### src/rtl/spdif_pkg.sv
// Shared constants and types for the S/PDIF subframe assembler.
package spdif_pkg;

    // Decoded bits per subframe (slots 4..31, preamble excluded)
    localparam int SUBFRAME_DATA_BITS = 28;

    // Slot positions, counted from the first decoded bit of a subframe
    localparam int AUX_LSB   = 0;
    localparam int AUDIO_LSB = 4;
    localparam int V_IDX     = 24;
    localparam int U_IDX     = 25;
    localparam int C_IDX     = 26;
    localparam int P_IDX     = 27;

    localparam int AUDIO_BITS  = 20;
    localparam int SAMPLE_BITS = 24;

    // Channel-status block geometry
    localparam int CS_BITS          = 32;
    localparam int FRAMES_PER_BLOCK = 192;

    typedef logic [4:0] bit_idx_t;

    typedef struct packed {
        logic [SAMPLE_BITS-1:0] sample;
        logic                   v;
        logic                   u;
        logic                   c;
        logic                   parity_err;
        logic                   channel;
        logic [7:0]             frame;
    } subframe_t;

endpackage

### src/rtl/spdif_cs_collector.sv
// Gathers the C bit of frames 0..31 of one channel into a 32-bit
// channel-status word, publishing it when frame 31 completes.
module spdif_cs_collector
    import spdif_pkg::*;
#(
    parameter bit CS_CHANNEL = 1'b0
) (
    input  logic               clk,
    input  logic               rst,
    input  logic               done_i,
    input  logic               c_i,
    input  logic               ch_i,
    input  logic [7:0]         fr_i,
    output logic [CS_BITS-1:0] cs_word_o,
    output logic               cs_valid_o
);

    logic [CS_BITS-1:0] cs_acc_q, cs_acc_d;
    logic [CS_BITS-1:0] cs_word_q;
    logic               cs_valid_q;
    logic               hit;
    logic               last;

    // Next accumulator value; frame 0 opens a fresh block.
    // NOTE: every always_comb output gets a default first so no latch is inferred.
    always_comb begin
        hit      = done_i && (ch_i == CS_CHANNEL) && (fr_i < 8'(CS_BITS));
        last     = hit && (fr_i == 8'(CS_BITS - 1));
        cs_acc_d = cs_acc_q;
        if (hit) begin
            if (fr_i == 8'd0) begin
                cs_acc_d = '0;
            end
            cs_acc_d[fr_i[4:0]] = c_i;
        end
    end

    // Accumulator, published word and its one-cycle strobe.
    // NOTE: sequential state uses non-blocking assignments only.
    always_ff @(posedge clk) begin
        if (rst) begin
            cs_acc_q   <= '0;
            cs_word_q  <= '0;
            cs_valid_q <= 1'b0;
        end else begin
            cs_acc_q   <= cs_acc_d;
            cs_valid_q <= last;
            if (last) begin
                cs_word_q <= cs_acc_d;
            end
        end
    end

    assign cs_word_o  = cs_word_q;
    assign cs_valid_o = cs_valid_q;

endmodule

### src/rtl/spdif_subframe_assembler.sv
// Rebuilds S/PDIF subframes from the decoded serial bit stream and emits
// one parallel sample with V/U/C flags, parity check and channel status.
module spdif_subframe_assembler
    import spdif_pkg::*;
#(
    parameter bit SAMPLE_24  = 1'b1,
    parameter bit CS_CHANNEL = 1'b0
) (
    input  logic                   clk,
    input  logic                   rst,
    input  logic                   vin,
    input  logic                   din,
    input  logic [7:0]             frame_counter,
    input  logic                   channel,
    output logic [SAMPLE_BITS-1:0] sample,
    output logic                   sample_channel,
    output logic [7:0]             sample_frame,
    output logic                   v_bit,
    output logic                   u_bit,
    output logic                   c_bit,
    output logic                   parity_err,
    output logic                   sample_valid,
    output logic [CS_BITS-1:0]     cs_word,
    output logic                   cs_valid,
    output logic                   sync_err
);

    // Holds slots idx 0..26; idx 27 (P) only feeds the parity accumulator
    logic [SUBFRAME_DATA_BITS-2:0] shift_q, shift_d;
    bit_idx_t                      bit_cnt_q, bit_cnt_d;
    logic                          parity_q, parity_d;
    logic                          cap_ch_q, cap_ch_d;
    logic [7:0]                    cap_fr_q, cap_fr_d;
    subframe_t                     sf_q, sf_d;
    logic                          sample_valid_q;
    logic                          sync_err_q;
    logic                          mismatch;
    logic                          start;
    logic                          complete;

    // Bit consumption, resync on channel/frame change and subframe completion.
    always_comb begin
        mismatch  = vin && (bit_cnt_q != '0) &&
                    ((channel != cap_ch_q) || (frame_counter != cap_fr_q));
        start     = vin && ((bit_cnt_q == '0) || mismatch);
        complete  = vin && !mismatch && (bit_cnt_q == bit_idx_t'(P_IDX));
        shift_d   = shift_q;
        bit_cnt_d = bit_cnt_q;
        parity_d  = parity_q;
        cap_ch_d  = cap_ch_q;
        cap_fr_d  = cap_fr_q;
        sf_d      = sf_q;
        if (vin) begin
            shift_d = {din, shift_q[SUBFRAME_DATA_BITS-2:1]};
            if (start) begin
                cap_ch_d  = channel;
                cap_fr_d  = frame_counter;
                parity_d  = din;
                bit_cnt_d = bit_idx_t'(1);
            end else begin
                parity_d  = parity_q ^ din;
                bit_cnt_d = complete ? '0 : bit_cnt_q + bit_idx_t'(1);
            end
        end
        if (complete) begin
            // shift_q already holds idx 0..26 with idx 0 at bit 0
            sf_d.sample     = SAMPLE_24 ? shift_q[AUX_LSB +: SAMPLE_BITS]
                                        : {shift_q[AUDIO_LSB +: AUDIO_BITS], 4'b0000};
            sf_d.v          = shift_q[V_IDX];
            sf_d.u          = shift_q[U_IDX];
            sf_d.c          = shift_q[C_IDX];
            sf_d.parity_err = parity_d;
            sf_d.channel    = cap_ch_q;
            sf_d.frame      = cap_fr_q;
        end
    end

    // Assembly state plus registered outputs and strobes.
    always_ff @(posedge clk) begin
        if (rst) begin
            shift_q        <= '0;
            bit_cnt_q      <= '0;
            parity_q       <= 1'b0;
            cap_ch_q       <= 1'b0;
            cap_fr_q       <= '0;
            sf_q           <= '0;
            sample_valid_q <= 1'b0;
            sync_err_q     <= 1'b0;
        end else begin
            shift_q        <= shift_d;
            bit_cnt_q      <= bit_cnt_d;
            parity_q       <= parity_d;
            cap_ch_q       <= cap_ch_d;
            cap_fr_q       <= cap_fr_d;
            sf_q           <= sf_d;
            sample_valid_q <= complete;
            sync_err_q     <= mismatch;
        end
    end

    spdif_cs_collector #(
        .CS_CHANNEL (CS_CHANNEL)
    ) u_cs (
        .clk        (clk),
        .rst        (rst),
        .done_i     (complete),
        .c_i        (shift_q[C_IDX]),
        .ch_i       (cap_ch_q),
        .fr_i       (cap_fr_q),
        .cs_word_o  (cs_word),
        .cs_valid_o (cs_valid)
    );

    assign sample         = sf_q.sample;
    assign sample_channel = sf_q.channel;
    assign sample_frame   = sf_q.frame;
    assign v_bit          = sf_q.v;
    assign u_bit          = sf_q.u;
    assign c_bit          = sf_q.c;
    assign parity_err     = sf_q.parity_err;
    assign sample_valid   = sample_valid_q;
    assign sync_err       = sync_err_q;

endmodule

### config.mk
export PLATFORM = sky130hd
export DESIGN_NAME = spdif_subframe_assembler
export DESIGN_NICKNAME = d
export VERILOG_FILES = /design/src/rtl/spdif_pkg.sv /design/src/rtl/spdif_cs_collector.sv /design/src/rtl/spdif_subframe_assembler.sv
export SDC_FILE = /design/constraint.sdc
export NUM_CORES = 1
export LEC_CHECK = 0
export ABC_AREA = 1
export BUFFER_PORTS_ARGS = -buffer_cell sky130_fd_sc_hd__buf_2
export CAP_MARGIN = 0
export CORE_ASPECT_RATIO = 0.6
export CORE_MARGIN = 2
export CORE_UTILIZATION = 51
export CTS_CLUSTER_DIAMETER = 30
export CTS_CLUSTER_SIZE = 28
export DETAILED_ROUTE_END_ITERATION = 8
export PLACE_DENSITY = 0.75
export SYNTH_ARGS = -nofsm -noshare
export SYNTH_HDL_FRONTEND = slang
export SYNTH_SLANG_ARGS = --single-unit
### constraint.sdc
create_clock -name clk -period 1.9 [get_ports clk]
set_clock_uncertainty 0.15 [all_clocks]
set_input_delay 0.095 -clock clk [delete_from_list [all_inputs] [get_ports clk]]
set_output_delay 0.095 -clock clk [all_outputs]
set_load 0.02 [all_outputs]
==> summary.md <==
| Metric | Value |
|---|---|
| Clk root buf | clkbuf_16 |
| Multiplexer area fraction after synthesis | 0% |
| Core box area | 11500 um^2 |
| CP Data Arrival Time | ~2300 ps |
| Die area | between 10000 and 15000 um^2 |
| Asr flop ratio synth | 0% |
| Area leader, netlist | dfxtp_1 |
| Syn_nets | 834 |
| Crit path max-delay cell type | dfxtp_2 |
| Detailed Place HPWL | slightly below 10000 um |
| Nets | 998 |
| Crit share post-route | 113% |
| Final Power | 7.35 mW |
| Min Tclk post-route | roughly 2100 ps |
| Complex-gate fraction of the synthesized area | roughly 19% |
| Post-Place Cells | 1077 |
| Critical Path Sink Type | register |
| Register area share after synthesis | between 40% and 50% |
| Gpl congestion | between 0.8 and 0.9 |
| Area contributors post-synth | dfxtp_1, nor2_1, o21ai_0 |
| RSZ-0062 raised after global routing | yes |
| Synth unique cells | 33 |
| CTS tree | yes |
| Register clock-pin slew on the reported worst setup and hold paths | 60 ps |
| Netlist Area Pre-Place | 6110 um^2 |
| WL final | about 20000 um |
| DRC Markers | 0 |
| Antenna Nets Post-Route | 0 |
| I/O Pins | 85 |
| Hold Path Cell Cnt | 2 |
| Mapped Cells | between 800 and 900 |
| Status | complete, but fails checks |
| Worst relative slew slack | roughly 66% |
| Initial Util | a little over half |
| Worst VDD drop | slightly above 0.0007 V |
| Critical Path Max Stage Delay | approximately 340 ps |
| Gr usage total | 26.4% |
| Vias in the first global route | roughly 5300 |
| DR pass1 iterations | 6 |
| Simple-Gate Fraction of Synth Area | between 20% and 30% |
| Crit Path Class | reg2reg |
| Cts bufs inserted | 17 |
| Worst r2r path cells | 12 |
| DRT iter0 DRCs | 799 |
| Post-synth top area share | a little under half |
| First-pass GRT wire length | approximately 27000 um |
| Critical Path Source Type | register |
| Clock insertion delay at the later pin of the skew report | slightly above 400 ps |
| Main combinational cell family by area after synthesis | simple AND/OR/NAND/NOR gates |
| P_leak | 3.84 nW |
| Layout cells sized above 1 | 34.0% |
| Seq cells post-synth | 146 |
| Fmax | between 0.4 and 0.5 GHz |
| Worst setup margin | -242 ps |
| Slew Viols, Final | 0 |
| Antenna violations before repair | 0 |
| Wirelength per Cell | between 15 and 20 um |
| EDFF count, synth | 0 |
| Cell Chain, Critical Path | inv_2 -> ha_2 -> nand3_2 -> nor2_2 -> nor2_2 -> buf_4 -> a21oi_4 -> buf_4 -> buf_6 -> nand4_1 -> a21oi_2 -> nor2_1 |
| Yosys warning count | 0 |
| PwrDens | 839 nW/um^2 |
| DR vias | roughly 6400 |
| Req. time, crit path | between 2000 and 2500 ps |
| Crit-path max FO | 6 |
| Die Span X | roughly 150 um |
| Final setup vio count | about 110 |
| Least-Margin Pin Slew | between 500 and 600 ps |
| Failing checks | negative setup slack |
| DP Worst Slack | -83.9 ps |
| Grt total ovfl | 0 |
| Max-cap violations | 0 |
| Maximum clock insertion buffer count | 2 |
| Largest net degree at the start of global routing | slightly below 70 |
| Final non-filler cell total | 1156 |
| Post-Synth XOR/XNOR Area | less than 1% |
| Diodes inserted | 0 |
| I/O Buffers | 84 |
| Dominant synthesized flop cell | dfxtp_1 |
| Worst min path class | reg2reg |
| Avg Cell Area, Syn | approximately 7.5 um^2 |
| Synth Area in Adders | 0.409% |
| Layout area overhead | 43.3% |
| Die height | 88.8 um |
| Htree depth | 4 |
| Final Hold Viols | 0 |
| Clock sinks | around 150 |
| Rows | 30 |
| Routed vias/inst | 5.58 |
| Worst Hold Slack | 300 ps |
stage by stage:
stage          TNS [ps]  area (um^2)  util, %
6_report         -12630         8760     76.3
2_1_floorplan         0         6110        -
3_5_place_dp      -2630         7060     61.4
5_1_grt          -21380         8760     76.3
4_1_cts           -1710         8120     70.7
3_3_place_gp       -694         7060     61.4
path summary, 6_finish.rpt:
| check | endpoint | start | slack, ps |
|---|---|---|---|
| max | u_cs.cs_word_o[24]$_SDFFE_PP0P_ | bit_cnt_q[0]$_SDFFE_PP0P_ | -240 |
| min | u_cs.cs_acc_q[11]$_SDFF_PP0_ | u_cs.cs_acc_q[11]$_SDFF_PP0_ | 300 |
| max reg2reg | u_cs.cs_word_o[24]$_SDFFE_PP0P_ | bit_cnt_q[0]$_SDFFE_PP0P_ | -240 |
| min reg2reg | u_cs.cs_acc_q[11]$_SDFF_PP0_ | u_cs.cs_acc_q[11]$_SDFF_PP0_ | 300 |
flip-flops by register name, indices dropped and copies added, names as in the netlist, 5 cells and up:
register / count
bit_cnt_q: 5
cap_fr_q: 8
sample: 24
sample_frame: 8
shift_q: 27
u_cs.cs_acc_q: 32
u_cs.cs_word_o: 32
kinds of logic after synthesis:
logic type / after synthesis
AND/OR/NAND/NOR: 342
AO/OA/AOI/OAI: 212
flip-flops: 146
buffers and inverters: 112
XOR/XNOR: 5
adder cells (fa/ha/maj): 2
metal layers:
| layer | track usage, % | part of all wire (%) | routed length [um] |
|---|---|---|---|
| met4 | 7.13 | 1.6 | 310 |
| met1 | 38.6 | 45 | 8890 |
| met2 | 39.8 | 45 | 8890 |
| met5 | 0 | 0 | 0 |
| met3 | 5.41 | 9.3 | 1850 |
repair_timing:
| item | 4_1_cts | 5_1_grt |
|---|---|---|
| buffers inserted | 13 | 12 |
| resized for setup | 41 | 140 |
| pin swaps | 13 | 45 |
| cloned | 4 | 9 |
| hold buffers | 12 | 0 |
| hold endpoints to repair | 19 | 0 |
| setup endpoints to repair | 86 | 117 |
placed cells by master, fill, tap and decap left out, types with 3 or more instances in the layout:
| master | synthesis | layout |
|---|---|---|
| a21oi_1 | 62 | 38 |
| a21oi_2 | 12 | 35 |
| a31oi_1 | 19 | 17 |
| buf_12 | 0 | 13 |
| buf_16 | 0 | 3 |
| buf_2 | 13 | 84 |
| buf_4 | 2 | 62 |
| buf_6 | 7 | 15 |
| bufinv_16 | 0 | 4 |
| clkbuf_16 | 0 | 24 |
| clkinv_2 | 0 | 3 |
| clkinvlp_4 | 0 | 3 |
| dfxtp_1 | 146 | 138 |
| dfxtp_2 | 0 | 8 |
| dlygate4sd3_1 | 0 | 12 |
| inv_1 | 58 | 49 |
| inv_2 | 0 | 9 |
| nand2_1 | 96 | 82 |
| nand2_2 | 1 | 13 |
| nand2_4 | 1 | 3 |
| nand3_1 | 18 | 15 |
| nand3_2 | 1 | 4 |
| nand4_1 | 19 | 19 |
| nor2_1 | 188 | 164 |
| nor2_2 | 1 | 13 |
| nor2_4 | 2 | 14 |
| nor3_1 | 10 | 5 |
| nor3_2 | 0 | 5 |
| o21ai_0 | 98 | 72 |
| o21ai_1 | 1 | 15 |
| o21ai_2 | 0 | 12 |
| o21bai_1 | 19 | 18 |
| xnor2_1 | 3 | 3 |
where the power goes:
part           switching [mW]  internal (mW)
logic                   0.396          0.267
clock network            1.33           2.20
registers              0.0420           3.12
worst max-delay path: cells and delay by family, from the launching register on:
family | cells | cell delay (ps)
compound gates | 2 | 390
flops | 1 | 340
simple gates | 5 | 510
fa+ha+maj | 1 | 180
buf+inv | 4 | 460
cells in the mapped netlist (all sizes together) (10+ instances only):
cell,count
a21oi,74
nor3,10
o21bai,19
nand4,20
a31oi,19
nand2,98
nand3,19
dfxtp,146
o21ai,99
inv,58
buf,22
nor2,191
clkbuf,31
final cells by class:
class	count	area (um^2)
Timing Repair Buffer	198	1720
Fill cell	753	2730
Tap cell	160	200
Sequential cell	146	2930
Clock buffer	19	433
Clock inverter	13	184
Multi-Input combinational cell	561	3070
Inverter	59	221
Power figures use the tool's default switching activity.
